**src/rtl/riscv_mc_pkg.sv**
```systemverilog
// rtl/riscv_mc_pkg.sv - shared encodings for the multicycle RV32I controller
package riscv_mc_pkg;

    // Opcodes held in Instr[6:0]
    localparam logic [6:0] OP_LW   = 7'b0000011;
    localparam logic [6:0] OP_SW   = 7'b0100011;
    localparam logic [6:0] OP_R    = 7'b0110011;
    localparam logic [6:0] OP_I    = 7'b0010011;
    localparam logic [6:0] OP_BEQ  = 7'b1100011;
    localparam logic [6:0] OP_JAL  = 7'b1101111;

    // Controller states; the numeric values are visible on the State port
    typedef enum logic [3:0] {
        S_FETCH   = 4'd0,
        S_DECODE  = 4'd1,
        S_MEMADR  = 4'd2,
        S_MEMREAD = 4'd3,
        S_MEMWB   = 4'd4,
        S_MEMWR   = 4'd5,
        S_EXECR   = 4'd6,
        S_ALUWB   = 4'd7,
        S_EXECI   = 4'd8,
        S_JAL     = 4'd9,
        S_BEQ     = 4'd10
    } state_e;

    // ALUOp: what the controller asks of the ALU decoder
    localparam logic [1:0] ALUOP_ADD   = 2'b00;
    localparam logic [1:0] ALUOP_SUB   = 2'b01;
    localparam logic [1:0] ALUOP_FUNCT = 2'b10;

    // ALUControl codes seen by the ALU
    localparam logic [2:0] ALU_ADD = 3'b000;
    localparam logic [2:0] ALU_SUB = 3'b001;
    localparam logic [2:0] ALU_AND = 3'b010;
    localparam logic [2:0] ALU_OR  = 3'b011;
    localparam logic [2:0] ALU_SLT = 3'b101;

    // Result mux
    localparam logic [1:0] RES_ALUOUT    = 2'b00;
    localparam logic [1:0] RES_DATA      = 2'b01;
    localparam logic [1:0] RES_ALURESULT = 2'b10;

    // SrcA mux
    localparam logic [1:0] SRCA_PC    = 2'b00;
    localparam logic [1:0] SRCA_OLDPC = 2'b01;
    localparam logic [1:0] SRCA_RD1   = 2'b10;

    // SrcB mux
    localparam logic [1:0] SRCB_RD2  = 2'b00;
    localparam logic [1:0] SRCB_IMM  = 2'b01;
    localparam logic [1:0] SRCB_FOUR = 2'b10;

    // Immediate formats
    localparam logic [1:0] IMM_I = 2'b00;
    localparam logic [1:0] IMM_S = 2'b01;
    localparam logic [1:0] IMM_B = 2'b10;
    localparam logic [1:0] IMM_J = 2'b11;

endpackage

```
**src/rtl/multicycle_alu_decoder.sv**
```systemverilog
// rtl/multicycle_alu_decoder.sv - maps ALUOp and instruction fields to ALUControl
module multicycle_alu_decoder
    import riscv_mc_pkg::*;
(
    input  logic [1:0] alu_op,
    input  logic [2:0] funct3,
    input  logic       op5,
    input  logic       funct7b5,
    output logic [2:0] alu_control
);

    // Only R-type (op5=1) with funct7b5 set subtracts; addi never does
    always_comb begin
        alu_control = ALU_ADD;
        case (alu_op)
            ALUOP_ADD: alu_control = ALU_ADD;
            ALUOP_SUB: alu_control = ALU_SUB;
            ALUOP_FUNCT: begin
                case (funct3)
                    3'b000:  alu_control = (op5 & funct7b5) ? ALU_SUB : ALU_ADD;
                    3'b010:  alu_control = ALU_SLT;
                    3'b110:  alu_control = ALU_OR;
                    3'b111:  alu_control = ALU_AND;
                    default: alu_control = ALU_ADD;
                endcase
            end
            default: alu_control = ALU_ADD;
        endcase
    end

endmodule

```
**src/rtl/multicycle_controller.sv**
```systemverilog
// rtl/multicycle_controller.sv - Moore FSM sequencing the shared-memory RV32I datapath
module multicycle_controller
    import riscv_mc_pkg::*;
(
    input  logic       clk,
    input  logic       reset,
    input  logic [6:0] op,
    input  logic [2:0] funct3,
    input  logic       funct7b5,
    input  logic       Zero,
    output logic       PCWrite,
    output logic       AdrSrc,
    output logic       MemWrite,
    output logic       IRWrite,
    output logic       RegWrite,
    output logic [1:0] ResultSrc,
    output logic [1:0] ALUSrcA,
    output logic [1:0] ALUSrcB,
    output logic [1:0] ImmSrc,
    output logic [2:0] ALUControl,
    output logic [3:0] State
);

    state_e     state_q;
    state_e     state_d;
    logic       pc_update;
    logic       branch;
    logic       mem_write_raw;
    logic       ir_write_raw;
    logic       reg_write_raw;
    logic [1:0] alu_op;

    // State register; reset aborts any instruction and parks in FETCH at once
    always_ff @(posedge clk or negedge reset) begin
        if (!reset) begin
            state_q <= S_FETCH;
        end else begin
            state_q <= state_d;
        end
    end

    // Next-state and Moore outputs; anything not set by a state stays 0
    always_comb begin
        state_d       = S_FETCH;
        pc_update     = 1'b0;
        branch        = 1'b0;
        mem_write_raw = 1'b0;
        ir_write_raw  = 1'b0;
        reg_write_raw = 1'b0;
        AdrSrc        = 1'b0;
        ResultSrc     = RES_ALUOUT;
        ALUSrcA       = SRCA_PC;
        ALUSrcB       = SRCB_RD2;
        alu_op        = ALUOP_ADD;
        case (state_q)
            S_FETCH: begin
                ir_write_raw = 1'b1;
                ALUSrcA      = SRCA_PC;
                ALUSrcB      = SRCB_FOUR;
                ResultSrc    = RES_ALURESULT;
                pc_update    = 1'b1;
                state_d      = S_DECODE;
            end
            S_DECODE: begin
                // OldPC + imm is computed here so BEQ/JAL already have the target
                ALUSrcA = SRCA_OLDPC;
                ALUSrcB = SRCB_IMM;
                case (op)
                    OP_LW, OP_SW: state_d = S_MEMADR;
                    OP_R:         state_d = S_EXECR;
                    OP_I:         state_d = S_EXECI;
                    OP_JAL:       state_d = S_JAL;
                    OP_BEQ:       state_d = S_BEQ;
                    default:      state_d = S_FETCH;
                endcase
            end
            S_MEMADR: begin
                ALUSrcA = SRCA_RD1;
                ALUSrcB = SRCB_IMM;
                state_d = (op == OP_LW) ? S_MEMREAD : S_MEMWR;
            end
            S_MEMREAD: begin
                ResultSrc = RES_ALUOUT;
                AdrSrc    = 1'b1;
                state_d   = S_MEMWB;
            end
            S_MEMWB: begin
                ResultSrc     = RES_DATA;
                reg_write_raw = 1'b1;
                state_d       = S_FETCH;
            end
            S_MEMWR: begin
                ResultSrc     = RES_ALUOUT;
                AdrSrc        = 1'b1;
                mem_write_raw = 1'b1;
                state_d       = S_FETCH;
            end
            S_EXECR: begin
                ALUSrcA = SRCA_RD1;
                ALUSrcB = SRCB_RD2;
                alu_op  = ALUOP_FUNCT;
                state_d = S_ALUWB;
            end
            S_ALUWB: begin
                ResultSrc     = RES_ALUOUT;
                reg_write_raw = 1'b1;
                state_d       = S_FETCH;
            end
            S_EXECI: begin
                ALUSrcA = SRCA_RD1;
                ALUSrcB = SRCB_IMM;
                alu_op  = ALUOP_FUNCT;
                state_d = S_ALUWB;
            end
            S_JAL: begin
                // Jump target sits in ALUOut; PC+4 for rd is formed from OldPC
                ALUSrcA   = SRCA_OLDPC;
                ALUSrcB   = SRCB_FOUR;
                ResultSrc = RES_ALUOUT;
                pc_update = 1'b1;
                state_d   = S_ALUWB;
            end
            S_BEQ: begin
                ALUSrcA   = SRCA_RD1;
                ALUSrcB   = SRCB_RD2;
                alu_op    = ALUOP_SUB;
                ResultSrc = RES_ALUOUT;
                branch    = 1'b1;
                state_d   = S_FETCH;
            end
            default: state_d = S_FETCH;
        endcase
    end

    // Write enables are gated by the reset pin so nothing writes while it is low
    always_comb begin
        PCWrite  = reset & (pc_update | (branch & Zero));
        MemWrite = reset & mem_write_raw;
        IRWrite  = reset & ir_write_raw;
        RegWrite = reset & reg_write_raw;
        State    = state_q;
    end

    // Immediate format follows the opcode regardless of state
    always_comb begin
        ImmSrc = IMM_I;
        case (op)
            OP_LW, OP_I: ImmSrc = IMM_I;
            OP_SW:       ImmSrc = IMM_S;
            OP_BEQ:      ImmSrc = IMM_B;
            OP_JAL:      ImmSrc = IMM_J;
            default:     ImmSrc = IMM_I;
        endcase
    end

    multicycle_alu_decoder u_alu_dec (
        .alu_op      (alu_op),
        .funct3      (funct3),
        .op5         (op[5]),
        .funct7b5    (funct7b5),
        .alu_control (ALUControl)
    );

endmodule

```
**config.mk**
```make
export PLATFORM = sky130hd
export DESIGN_NAME = multicycle_controller
export DESIGN_NICKNAME = d
export VERILOG_FILES = /design/src/rtl/riscv_mc_pkg.sv /design/src/rtl/multicycle_alu_decoder.sv /design/src/rtl/multicycle_controller.sv
export SDC_FILE = /design/constraint.sdc
export NUM_CORES = 1
export LEC_CHECK = 0
export ABC_CLOCK_PERIOD_IN_PS = 4100
export CORE_MARGIN = 10
export CORE_UTILIZATION = 40
export DETAILED_ROUTE_END_ITERATION = 8
export GPL_TIMING_DRIVEN = 0
export PLACE_DENSITY = 0.81
export SYNTH_ARGS = -nofsm -noshare
export SYNTH_HDL_FRONTEND = slang
export SYNTH_HIERARCHICAL = 1
export SYNTH_SLANG_ARGS = --single-unit
```
**constraint.sdc**
```tcl
create_clock -name clk -period 4.1 [get_ports clk]
set_input_delay 0.615 -clock clk [delete_from_list [all_inputs] [get_ports clk]]
set_output_delay 0.615 -clock clk [all_outputs]
set_load 0.03 [all_outputs]
```
==> reports/results.tsv, run 1 <==
stage	metric	value	unit
outcome	run_status	finished, final reports clean	
final_layout	final_net_count	132	
yosys	synth_enable_flop_cells	0	
yosys	synth_fp_nets	94	
place	dpl.hpwl	1.59	mm
yosys	synthesized_flop_and_latch_total	4	
power	switchingPower	0.000185	W
route	postRouteAntennaNets	0	
power	totalPowerFinal	0.000384	W
clocking	numClockSinks	4	
floorplanning	dieHeight	58.3	microns
power	power.static_leakage	0.362	nW
final_layout	area_growth	63.5	%
route	detail_route.first_pass.iterations	4	
timing	worst-slew-pin-transition	418	ps
floorplanning	placement_rows	13	
worst_setup_path	timing.critical_path.required	3480	ps
global_routing	grt_max_degree	11	
worst_setup_path	worst_ep_arrival_time	2790	ps
power	internal-power	0.000199	W
clocking	tritoncts	built	
clocking	numCtsBuffers	3	
place	place.gp.congestion	0.760	
final_layout	num_antenna_cells	0	
route	drt_wl_total	1.90	mm
yosys	yosysSeqAreaShare	17.1	%
clocking	worst_skew_pair.late_latency	240	ps
timing	rsz0062_at_grt	no	
global_routing	grt_antenna_before_repair	0	
timing	final-hold-violation-count	0	
clocking	cts-root-to-sink-buffers	2	
power	switching_share_of_power	48.2	%
final_layout	final_core_utilization	71.8	%
yosys	postSynth.asyncResetShare	100	%
global_routing	grt_pass1_wl	3.17	mm
place	port-buffer-count	33	
worst_setup_path	r2r_setup_slack	2610	ps
yosys	post_synth_num_cell_types	38	
yosys	synthesis.instances	78	
floorplanning	floorplan.die.width	58.3	microns
timing	timing.fmax	0.294	GHz
power	share_clk_of_total_power	12.9	%
global_routing	overflow	0	
final_layout	largest_register_ff_count	4	
timing	min_period_over_period	82.9	%
clocking	clkSlewWorstSetupHoldPaths	40	ps
power	pwr-share-seq	14.5	%
worst_setup_path	endpoint_kind	output pin	
timing	worst_clock_skew	8.33	ps
timing	setup_total_negative_slack	0	ps
power	ir_drop	0.387	mV
route	routed_via_density	5.30	
timing	period_minus_slack	3400	ps
floorplanning	core	0.00133	sq mm
clocking	cts.repair_timing.setup_buffer_count	0	
route	dr_total_vias	684	
timing	hold-worst-slack	611	ps
final_layout	drive_gt1_share	14.0	%
timing	final-setup-viol-count	0	
yosys	yosysWarnings	6	
worst_setup_path	criticalPathCategory	reg2out	
min_path	worst_hold_path_type	in2async	
yosys	syn_area_per_cell	7.51	sq um
worst_setup_path	worstRegToRegCells	5	
power	combPwrFrac	72.6	%
clocking	cts-root-buf	sky130_fd_sc_hd__clkbuf_4	
route	drt_first_iter_violations	14	
route	drc	0	
worst_setup_path	timing.critical_path.from_type	register	
yosys	syn-cell-area	586	sq um
global_routing	groute.usage.overall	11.5	%
place	numPlacedInstances	126	
worst_setup_path	worst_r2r_endpoint	State[2]	
power	p_per_area	401	mW/mm^2
floorplanning	num_io_pins	34	
worst_setup_path	r2r-start	State[1]	
floorplanning	floorplan.die_area	0.00339	sq mm
flow_run	drv.max_cap_violation_count	0	
clocking	hold_buffers	0	
floorplanning	start_util	43.9	%
yosys	postSynth.topFlopCell	sky130_fd_sc_hd__dfrtp_1	
global_routing	vias_in_the_first_global_route	655	
route	avgRoutedWirePerCell	14.7	microns
clocking	htree_num_levels	1	
worst_setup_path	critPathMaxFanout	6	
timing	timing.max_slew.rel_slack	72.1	%
final_layout	final_cell_count_no_fill	129	
clocking	post_cts_resized	0	
timing	final_max_slew_viol_count	0	
[power groups by stage]
stage / Sequential, W / Combinational (W) / Clock [W]
final: 0.0000556 / 0.000278 / 0.0000496
after floorplan: 0.0000676 / 0.000156 / 0
after global routing: 0.0000567 / 0.000301 / 0.0000560
after global placement: 0.0000549 / 0.000278 / 0
after CTS: 0.0000553 / 0.000282 / 0.0000518
after detailed placement: 0.0000556 / 0.000282 / 0
[Yosys cell counts, types with 3 or more instances]
| cell type | number | share of area (%) |
|---|---|---|
| sky130_fd_sc_hd__inv_1 | 4 | 2.6 |
| sky130_fd_sc_hd__buf_2 | 3 | 2.6 |
| sky130_fd_sc_hd__nor3_1 | 3 | 2.6 |
| sky130_fd_sc_hd__nor2_1 | 10 | 6.4 |
| sky130_fd_sc_hd__nand2_1 | 5 | 3.2 |
| sky130_fd_sc_hd__a21oi_1 | 8 | 6.8 |
| sky130_fd_sc_hd__dfrtp_1 | 4 | 17 |
| sky130_fd_sc_hd__nand2b_1 | 4 | 4.3 |
[cells in the final DEF (no fill, tap or decap), types with 3 or more instances in the layout]
cell	synthesis	routed
sky130_fd_sc_hd__clkdlybuf4s50_1	0	33
sky130_fd_sc_hd__nor2_1	10	10
sky130_fd_sc_hd__a21oi_1	8	8
sky130_fd_sc_hd__nand2_1	5	5
sky130_fd_sc_hd__dfrtp_1	4	4
sky130_fd_sc_hd__nand2b_1	4	4
sky130_fd_sc_hd__inv_1	4	4
sky130_fd_sc_hd__buf_2	3	3
sky130_fd_sc_hd__nor3_1	3	3
sky130_fd_sc_hd__clkbuf_4	0	3
[worst max path at each step]
stage | start | to
after global placement | op[2] | ImmSrc[0]
after floorplan | State[1] | ALUControl[2]
final | State[0] | ALUControl[2]
after detailed placement | State[0] | ALUControl[2]
after global routing | State[0] | ALUControl[2]
after CTS | State[0] | ALUControl[2]
[area by class of cell]
cell class / instances / area [sq um]
Tap cell: 15 / 18.8
Inverter: 4 / 15.0
Timing Repair Buffer: 33 / 330
Multi-Input combinational cell: 65 / 440
Buffer: 5 / 30.0
Clock buffer: 3 / 22.5
Sequential cell: 4 / 100
Fill cell: 118 / 377
[metrics by stage]
stage,setup WS (ps),cell area (sq um)
finish,699,957
global route,475,957
CTS,686,957
detailed placement,956,935
global placement,975,935
floorplan,914,586
[kinds of logic after synthesis]
logic type	Yosys count	share of synthesized area (%)
XOR/XNOR	2	2.99
buffers and inverters	9	7.69
flip-flops	4	17.1
AND/OR/NAND/NOR	42	45.1
adder cells (fa/ha/maj)	2	4.27
AO/OA/AOI/OAI	19	22.9
[worst max-delay path: stages, from the launching register on]
cell,delay [ps]
sky130_fd_sc_hd__dfrtp_1,420
sky130_fd_sc_hd__or2b_4,290
sky130_fd_sc_hd__nor3b_1,380
sky130_fd_sc_hd__inv_1,90
sky130_fd_sc_hd__ha_1,360
sky130_fd_sc_hd__nor4b_1,280
sky130_fd_sc_hd__clkdlybuf4s50_1,720
[per-layer routing]
metal / GRT usage [%] / wire, microns / share of wire, % / vias up
met5: 0 / 0 / 0 / -
met4: 6.71 / 25 / 1.3 / 0
met3: 4.14 / 134 / 7.0 / 4
met2: 18.4 / 959 / 50 / 27
met1: 12.8 / 782 / 41 / 301
li1: - / - / - / 352
Power figures use the tool's default switching activity.
==> inputs of run 2 (changes only) <==
--- a/config.mk
+++ b/config.mk
@@ -5,12 +5,12 @@
 export SDC_FILE = /design/constraint.sdc
 export NUM_CORES = 1
 export LEC_CHECK = 0
-export ABC_CLOCK_PERIOD_IN_PS = 4100
+export ABC_CLOCK_PERIOD_IN_PS = 2900
 export CORE_MARGIN = 10
-export CORE_UTILIZATION = 40
+export CORE_UTILIZATION = 33
 export DETAILED_ROUTE_END_ITERATION = 8
 export GPL_TIMING_DRIVEN = 0
-export PLACE_DENSITY = 0.81
+export PLACE_DENSITY = 0.71
 export SYNTH_ARGS = -nofsm -noshare
 export SYNTH_HDL_FRONTEND = slang
 export SYNTH_HIERARCHICAL = 1
==> constraint.sdc (replaced) <==
create_clock -name clk -period 2.9 [get_ports clk]
set_input_delay 0.435 -clock clk [delete_from_list [all_inputs] [get_ports clk]]
set_output_delay 0.435 -clock clk [all_outputs]
set_load 0.03 [all_outputs]
==> reports/results.tsv, run 2 (synthesized netlist as in run 1, its figures left out) <==
stage	metric	value	unit
final_layout	area_growth	65.0	%
place	place.gp.congestion	0.803	
timing	final-setup-viol-count	0	
route	avgRoutedWirePerCell	12.7	microns
power	power.static_leakage	0.366	nW
power	pwr-share-seq	14.5	%
worst_setup_path	timing.critical_path.cells	clkdlybuf4s50_1 -> or4_4 -> a21oi_1 -> clkdlybuf4s50_1	
floorplanning	dieHeight	62.1	microns
route	dr_total_vias	688	
timing	worst_clock_skew	0.822	ps
global_routing	grt_antenna_before_repair	0	
clocking	cts-root-to-sink-buffers	2	
worst_setup_path	critPathMaxFanout	5	
global_routing	vias_in_the_first_global_route	688	
final_layout	commonest_non_fill_non_tap_cell_in_the_layout	sky130_fd_sc_hd__clkdlybuf4s50_1	
floorplanning	core	0.00171	sq mm
timing	min_period_over_period	95.3	%
final_layout	final_net_count	132	
worst_setup_path	worst_r2r_endpoint	State[1]	
final_layout	final_core_utilization	56.6	%
worst_setup_path	critical-path-max-stage-delay	690	ps
route	drt_first_iter_violations	14	
route	detail_route.first_pass.iterations	5	
global_routing	groute.usage.overall	8.92	%
route	postRouteAntennaNets	0	
timing	timing.fmax	0.362	GHz
clocking	hold_buffers	0	
place	port-buffer-count	33	
worst_setup_path	r2r-start	State[0]	
global_routing	overflow	0	
timing	period_minus_slack	2760	ps
route	drc	0	
worst_setup_path	r2r_setup_slack	1520	ps
place	detailedPlace.worstSlack	-60.9	ps
worst_setup_path	cpMaxStageDelayCell	sky130_fd_sc_hd__clkdlybuf4s50_1	
floorplanning	num_io_pins	34	
clocking	cts.repair_timing.setup_buffer_count	0	
floorplanning	placement_rows	15	
worst_setup_path	timing.critical_path.required	2470	ps
floorplanning	floorplan.die_area	0.00386	sq mm
power	switchingPower	0.000251	W
clocking	clkSlewWorstSetupHoldPaths	30	ps
clocking	numCtsBuffers	3	
clocking	worst_skew_pair.late_latency	230	ps
clocking	numClockSinks	4	
timing	setup_total_negative_slack	0	ps
place	numPlacedInstances	136	
clocking	htree_num_levels	1	
timing	worst-slew-pin-transition	370	ps
final_layout	final_cell_count_no_fill	139	
floorplanning	floorplan.die.width	62.1	microns
power	switching_share_of_power	47.2	%
clocking	cts-root-buf	sky130_fd_sc_hd__clkbuf_4	
worst_setup_path	criticalPathCategory	in2out	
timing	final-hold-violation-count	0	
final_layout	largest_register_ff_count	4	
power	internal-power	0.000281	W
floorplanning	start_util	34.3	%
min_path	worst_hold_path_type	in2async	
power	totalPowerFinal	0.000531	W
worst_setup_path	endpoint_kind	output pin	
route	routed_via_density	4.95	
worst_setup_path	worst_ep_arrival_time	2330	ps
power	combPwrFrac	73.3	%
outcome	run_status	finished, final reports clean	
global_routing	grt_max_degree	11	
timing	rsz0062_at_grt	no	
timing	postLayoutSetupSlackWorst	137	ps
route	drt_wl_total	1.76	mm
worst_setup_path	worstRegToRegCells	3	
power	share_clk_of_total_power	12.2	%
power	ir_drop	0.516	mV
power	p_per_area	550	mW/mm^2
final_layout	num_antenna_cells	0	
global_routing	grt_pass1_wl	3.02	mm
final_layout	drive_gt1_share	18.4	%
flow_run	drv.max_cap_violation_count	0	
worst_setup_path	timing.critical_path.from_type	input pin	
final_layout	mostFrequentLayoutCells	sky130_fd_sc_hd__clkdlybuf4s50_1 (30), sky130_fd_sc_hd__nor2_1 (10), sky130_fd_sc_hd__a21oi_1 (8), sky130_fd_sc_hd__nand2_1 (5)	
worst_setup_path	critPathMostFrequentCell	sky130_fd_sc_hd__clkdlybuf4s50_1	
clocking	post_cts_resized	4	
timing	timing.max_slew.rel_slack	75.3	%
timing	final_max_slew_viol_count	0	
place	dpl.hpwl	1.54	mm
clocking	tritoncts	built	
==> run 2: changes by cell type in the layout (fill, tap and decap cells not counted) <==
cell | previous run | this run
sky130_fd_sc_hd__nor3b_1 | 2 | 1
sky130_fd_sc_hd__nor4b_2 | 1 | 2
sky130_fd_sc_hd__nor3b_2 | 0 | 1
sky130_fd_sc_hd__clkdlybuf4s50_1 | 33 | 30
sky130_fd_sc_hd__nor4b_1 | 1 | 0
sky130_fd_sc_hd__clkbuf_2 | 0 | 3
==> run 2: final cells by class <==
class / count / area (sq um)
plain buffers: 5 / 30.0
clock buffers: 3 / 22.5
fillers: 162 / 742
inverters: 4 / 15.0
multi-input cells: 65 / 452
flip-flops and latches: 4 / 100
well taps: 25 / 31.3
repair buffers: 33 / 315
==> run 2: critical path: cells and delay by family <==
family / cells / cell delay (ps)
and+or+nand+nor: 1 / 580
AOI/OAI and AO/OA: 1 / 150
buffers and inverters: 2 / 1170
==> run 2: per-layer routing <==
| metal | share of wire (%) | vias up | GRT usage [%] |
|---|---|---|---|
| li1 | - | 353 | - |
| met1 | 41 | 311 | 9.41 |
| met2 | 48 | 24 | 15.5 |
| met3 | 11 | 0 | 3.94 |
| met4 | 0 | 0 | 2.57 |
| met5 | 0 | - | 0 |
==> run 2: power groups by stage <==
stage / logic (W) / clock network, W / registers [W]
global route: 0.000417 / 0.0000755 / 0.0000795
detailed placement: 0.000395 / 0 / 0.0000778
global placement: 0.000394 / 0 / 0.0000772
finish: 0.000390 / 0.0000646 / 0.0000772
floorplan: 0.000220 / 0 / 0.0000956
CTS: 0.000395 / 0.0000679 / 0.0000772
==> run 2: worst max-delay path by stage <==
stage | from | end | depth (start not counted)
detailed placement | State[0] | ALUControl[2] | 6
floorplan | State[0] | IRWrite | 3
finish | op[2] | ImmSrc[0] | 4
global route | op[2] | ImmSrc[0] | 4
global placement | State[0] | ALUControl[2] | 6
CTS | State[3] | ALUControl[2] | 8
==> run 2: per-stage QoR <==
| step | cell area (sq um) | hold slack [ps] |
|---|---|---|
| after CTS | 977 | 448 |
| after floorplan | 592 | 139 |
| final | 966 | 443 |
| after global routing | 966 | 450 |
| after global placement | 953 | 646 |
| after detailed placement | 953 | 647 |
==> inputs of run 3 (changes only) <==
--- a/config.mk
+++ b/config.mk
@@ -7,11 +7,10 @@
 export LEC_CHECK = 0
 export ABC_CLOCK_PERIOD_IN_PS = 2900
 export CORE_MARGIN = 10
-export CORE_UTILIZATION = 33
+export CORE_UTILIZATION = 35
 export DETAILED_ROUTE_END_ITERATION = 8
 export GPL_TIMING_DRIVEN = 0
-export PLACE_DENSITY = 0.71
+export PLACE_DENSITY = 0.72
 export SYNTH_ARGS = -nofsm -noshare
 export SYNTH_HDL_FRONTEND = slang
-export SYNTH_HIERARCHICAL = 1
 export SYNTH_SLANG_ARGS = --single-unit
==> reports/results.tsv, run 3 <==
stage	metric	value	unit
timing	final-hold-violation-count	0	
flow_run	drv.max_cap_violation_count	0	
worst_setup_path	worstRegToRegCells	4	
global_routing	grt_pass1_wl	3.04	mm
timing	period_minus_slack	2670	ps
clocking	cts.repair_timing.setup_buffer_count	0	
floorplanning	floorplan.die.width	63.7	microns
floorplanning	num_io_pins	34	
clocking	tritoncts	built	
clocking	hold_buffers	0	
yosys	syn_area_per_cell	8.81	sq um
timing	timing.fmax	0.374	GHz
route	drc	0	
yosys	synthesized_flop_and_latch_total	4	
floorplanning	core	0.00176	sq mm
place	placed_area	0.00103	sq mm
yosys	yosys.area.top_type	sky130_fd_sc_hd__dfrtp_1	
outcome	run_status	finished, final reports clean	
route	postRouteAntennaNets	0	
timing	final-setup-viol-count	0	
yosys	yosysSeqAreaShare	15.0	%
timing	min_period_over_period	92.1	%
yosys	yosysWarnings	0	
timing	timing.max_slew.rel_slack	78.3	%
worst_setup_path	r2r_setup_slack	1670	ps
clocking	cts-root-to-sink-buffers	2	
yosys	synth.top_cells.by_count	sky130_fd_sc_hd__nand2_1 (5), sky130_fd_sc_hd__and2_1 (4), sky130_fd_sc_hd__buf_6 (4), sky130_fd_sc_hd__dfrtp_1 (4), sky130_fd_sc_hd__nor2_1 (4)	
worst_setup_path	critPathMaxFanout	10	
yosys	syn-cell-area	669	sq um
power	p_per_area	528	mW/mm^2
floorplanning	dieHeight	63.7	microns
worst_setup_path	worst_ep_arrival_time	2240	ps
place	port-buffer-count	33	
final_layout	area_growth	56.8	%
worst_setup_path	endpoint_kind	output pin	
min_path	worst_hold_path_type	in2async	
yosys	postSynth.topFlopCell	sky130_fd_sc_hd__dfrtp_1	
final_layout	multiInputGateArea	493	sq um
yosys	synth.area.top_cells	sky130_fd_sc_hd__dfrtp_1 (15%), sky130_fd_sc_hd__buf_6 (6.7%), sky130_fd_sc_hd__nor4b_2 (4.5%), sky130_fd_sc_hd__xor2_1 (3.9%), sky130_fd_sc_hd__and2_1 (3.7%)	
worst_setup_path	timing.critical_path.from_type	register	
final_layout	register_area	100	sq um
yosys	synthMostInstantiatedCell	sky130_fd_sc_hd__nand2_1	
worst_setup_path	r2r-start	State[3]	
clocking	numCtsBuffers	3	
global_routing	vias_in_the_first_global_route	707	
route	detail_route.first_pass.iterations	4	
final_layout	layout.cell_area.non_filler	0.00105	sq mm
yosys	synth_fp_nets	92	
clocking	clkSlewWorstSetupHoldPaths	40	ps
final_layout	fillers	174	
global_routing	grt_antenna_before_repair	0	
final_layout	num_antenna_cells	0	
timing	worst-slew-pin-transition	324	ps
timing	worst_clock_skew	4.69	ps
route	routed_via_density	4.91	
global_routing	grt_max_degree	11	
route	avgRoutedWirePerCell	13.0	microns
clocking	worst_skew_pair.late_latency	230	ps
final_layout	commonest_non_fill_non_tap_cell_in_the_layout	sky130_fd_sc_hd__clkdlybuf4s50_1	
floorplanning	start_util	37.9	%
floorplanning	floorplan.die_area	0.00406	sq mm
clocking	numClockSinks	4	
timing	rsz0062_at_grt	no	
timing	final_max_slew_viol_count	0	
yosys	synth.top_cell.area_share	15.0	%
worst_setup_path	criticalPathCategory	reg2out	
yosys	postSynth.asyncResetShare	100	%
yosys	synthesis.instances	76	
final_layout	drive_gt1_share	21.4	%
route	dr_total_vias	672	
final_layout	final_net_count	130	
clocking	htree_num_levels	1	
clocking	cts-root-buf	sky130_fd_sc_hd__clkbuf_4	
final_layout	mostFrequentLayoutCells	sky130_fd_sc_hd__clkdlybuf4s50_1 (30), sky130_fd_sc_hd__nand2_1 (5)	
final_layout	largest_register_ff_count	4	
power	power.static_leakage	0.442	nW
route	drt_wl_total	1.79	mm
worst_setup_path	worst_r2r_endpoint	State[1]	
global_routing	overflow	0	
global_routing	groute.usage.overall	8.74	%
yosys	post_synth_num_cell_types	41	
route	drt_first_iter_violations	19	
place	dpl.hpwl	1.52	mm
yosys	synth_enable_flop_cells	0	
timing	setup_total_negative_slack	0	ps
power	ir_drop	0.401	mV
floorplanning	placement_rows	15	
worst_setup_path	timing.critical_path.required	2470	ps
place	place.gp.congestion	0.698	
## run 3: through the flow
stage          power [W]  cells  setup WS, ps  utilization [%]  hold slack [ps]
2_1_floorplan   0.000342     76          90.3                -              139
3_3_place_gp    0.000492    134           195             58.4              693
3_5_place_dp    0.000495    134           144             58.4              700
4_1_cts         0.000564    137           114             59.6              454
5_1_grt         0.000596    137          26.8             59.5              466
6_report        0.000554    137           228             59.5              451
## run 3: logic make-up after synthesis
group | count (synthesis) | synth area share [%]
and+or+nand+nor | 41 | 47.1
AOI/OAI and AO/OA | 13 | 14.4
buffers and inverters | 10 | 11.4
xor gates and xnor gates | 4 | 5.23
DFF | 4 | 15.0
muxes | 2 | 3.18
adders and majority gates | 2 | 3.74
## run 3: layout make-up
cell class              instances  share of cell area, %
clock buffers                   3                   2.15
multi-input cells              62                   47.0
inverters                       3                   1.07
plain buffers                   7                   6.20
repair buffers                 33                   31.1
flip-flops and latches          4                   9.54
well taps                      25                   2.98
## run 3: repair_timing
item | CTS | global route
pin swaps | 0 | 0
setup endpoints to repair | 2 | 2
gates resized for setup | 2 | 3
hold endpoints to repair | 0 | 0
gates cloned | 0 | 0
## run 3: worst max-delay path by stage
stage          depth (start not counted)            end  startpoint  slack [ps]
2_1_floorplan                          6  ALUControl[2]    State[2]          90
3_3_place_gp                           7  ALUControl[2]    State[2]         190
3_5_place_dp                           9  ALUControl[0]    State[2]         140
4_1_cts                                7  ALUControl[1]    State[2]         110
5_1_grt                                7  ALUControl[2]    State[2]          30
6_report                               7  ALUControl[2]    State[2]         230
## run 3: where the power goes
group	internal, W	switching (W)	leakage [nW]
clock network	0.0000460	0.0000195	0.0138
logic	0.000189	0.000227	0.375
registers	0.0000654	0.00000678	0.0539
## run 3: layer usage
layer / global-route usage [%] / share of wire (%) / vias to the layer above
li1: - / - / 357
met1: 9.41 / 48 / 285
met2: 14.8 / 44 / 28
met3: 4.18 / 7.5 / 2
met4: 2.73 / 0.62 / 0
met5: 0 / 0 / -
## run 3: critical path: stages (launching register included)
cell and delay (ps):
sky130_fd_sc_hd__dfrtp_1 450, sky130_fd_sc_hd__buf_6 180, sky130_fd_sc_hd__nor2_2 180, sky130_fd_sc_hd__nand2_1 100, sky130_fd_sc_hd__a21o_1 160, sky130_fd_sc_hd__ha_1 280
sky130_fd_sc_hd__nor4_1 220, sky130_fd_sc_hd__dlygate4sd2_1 430
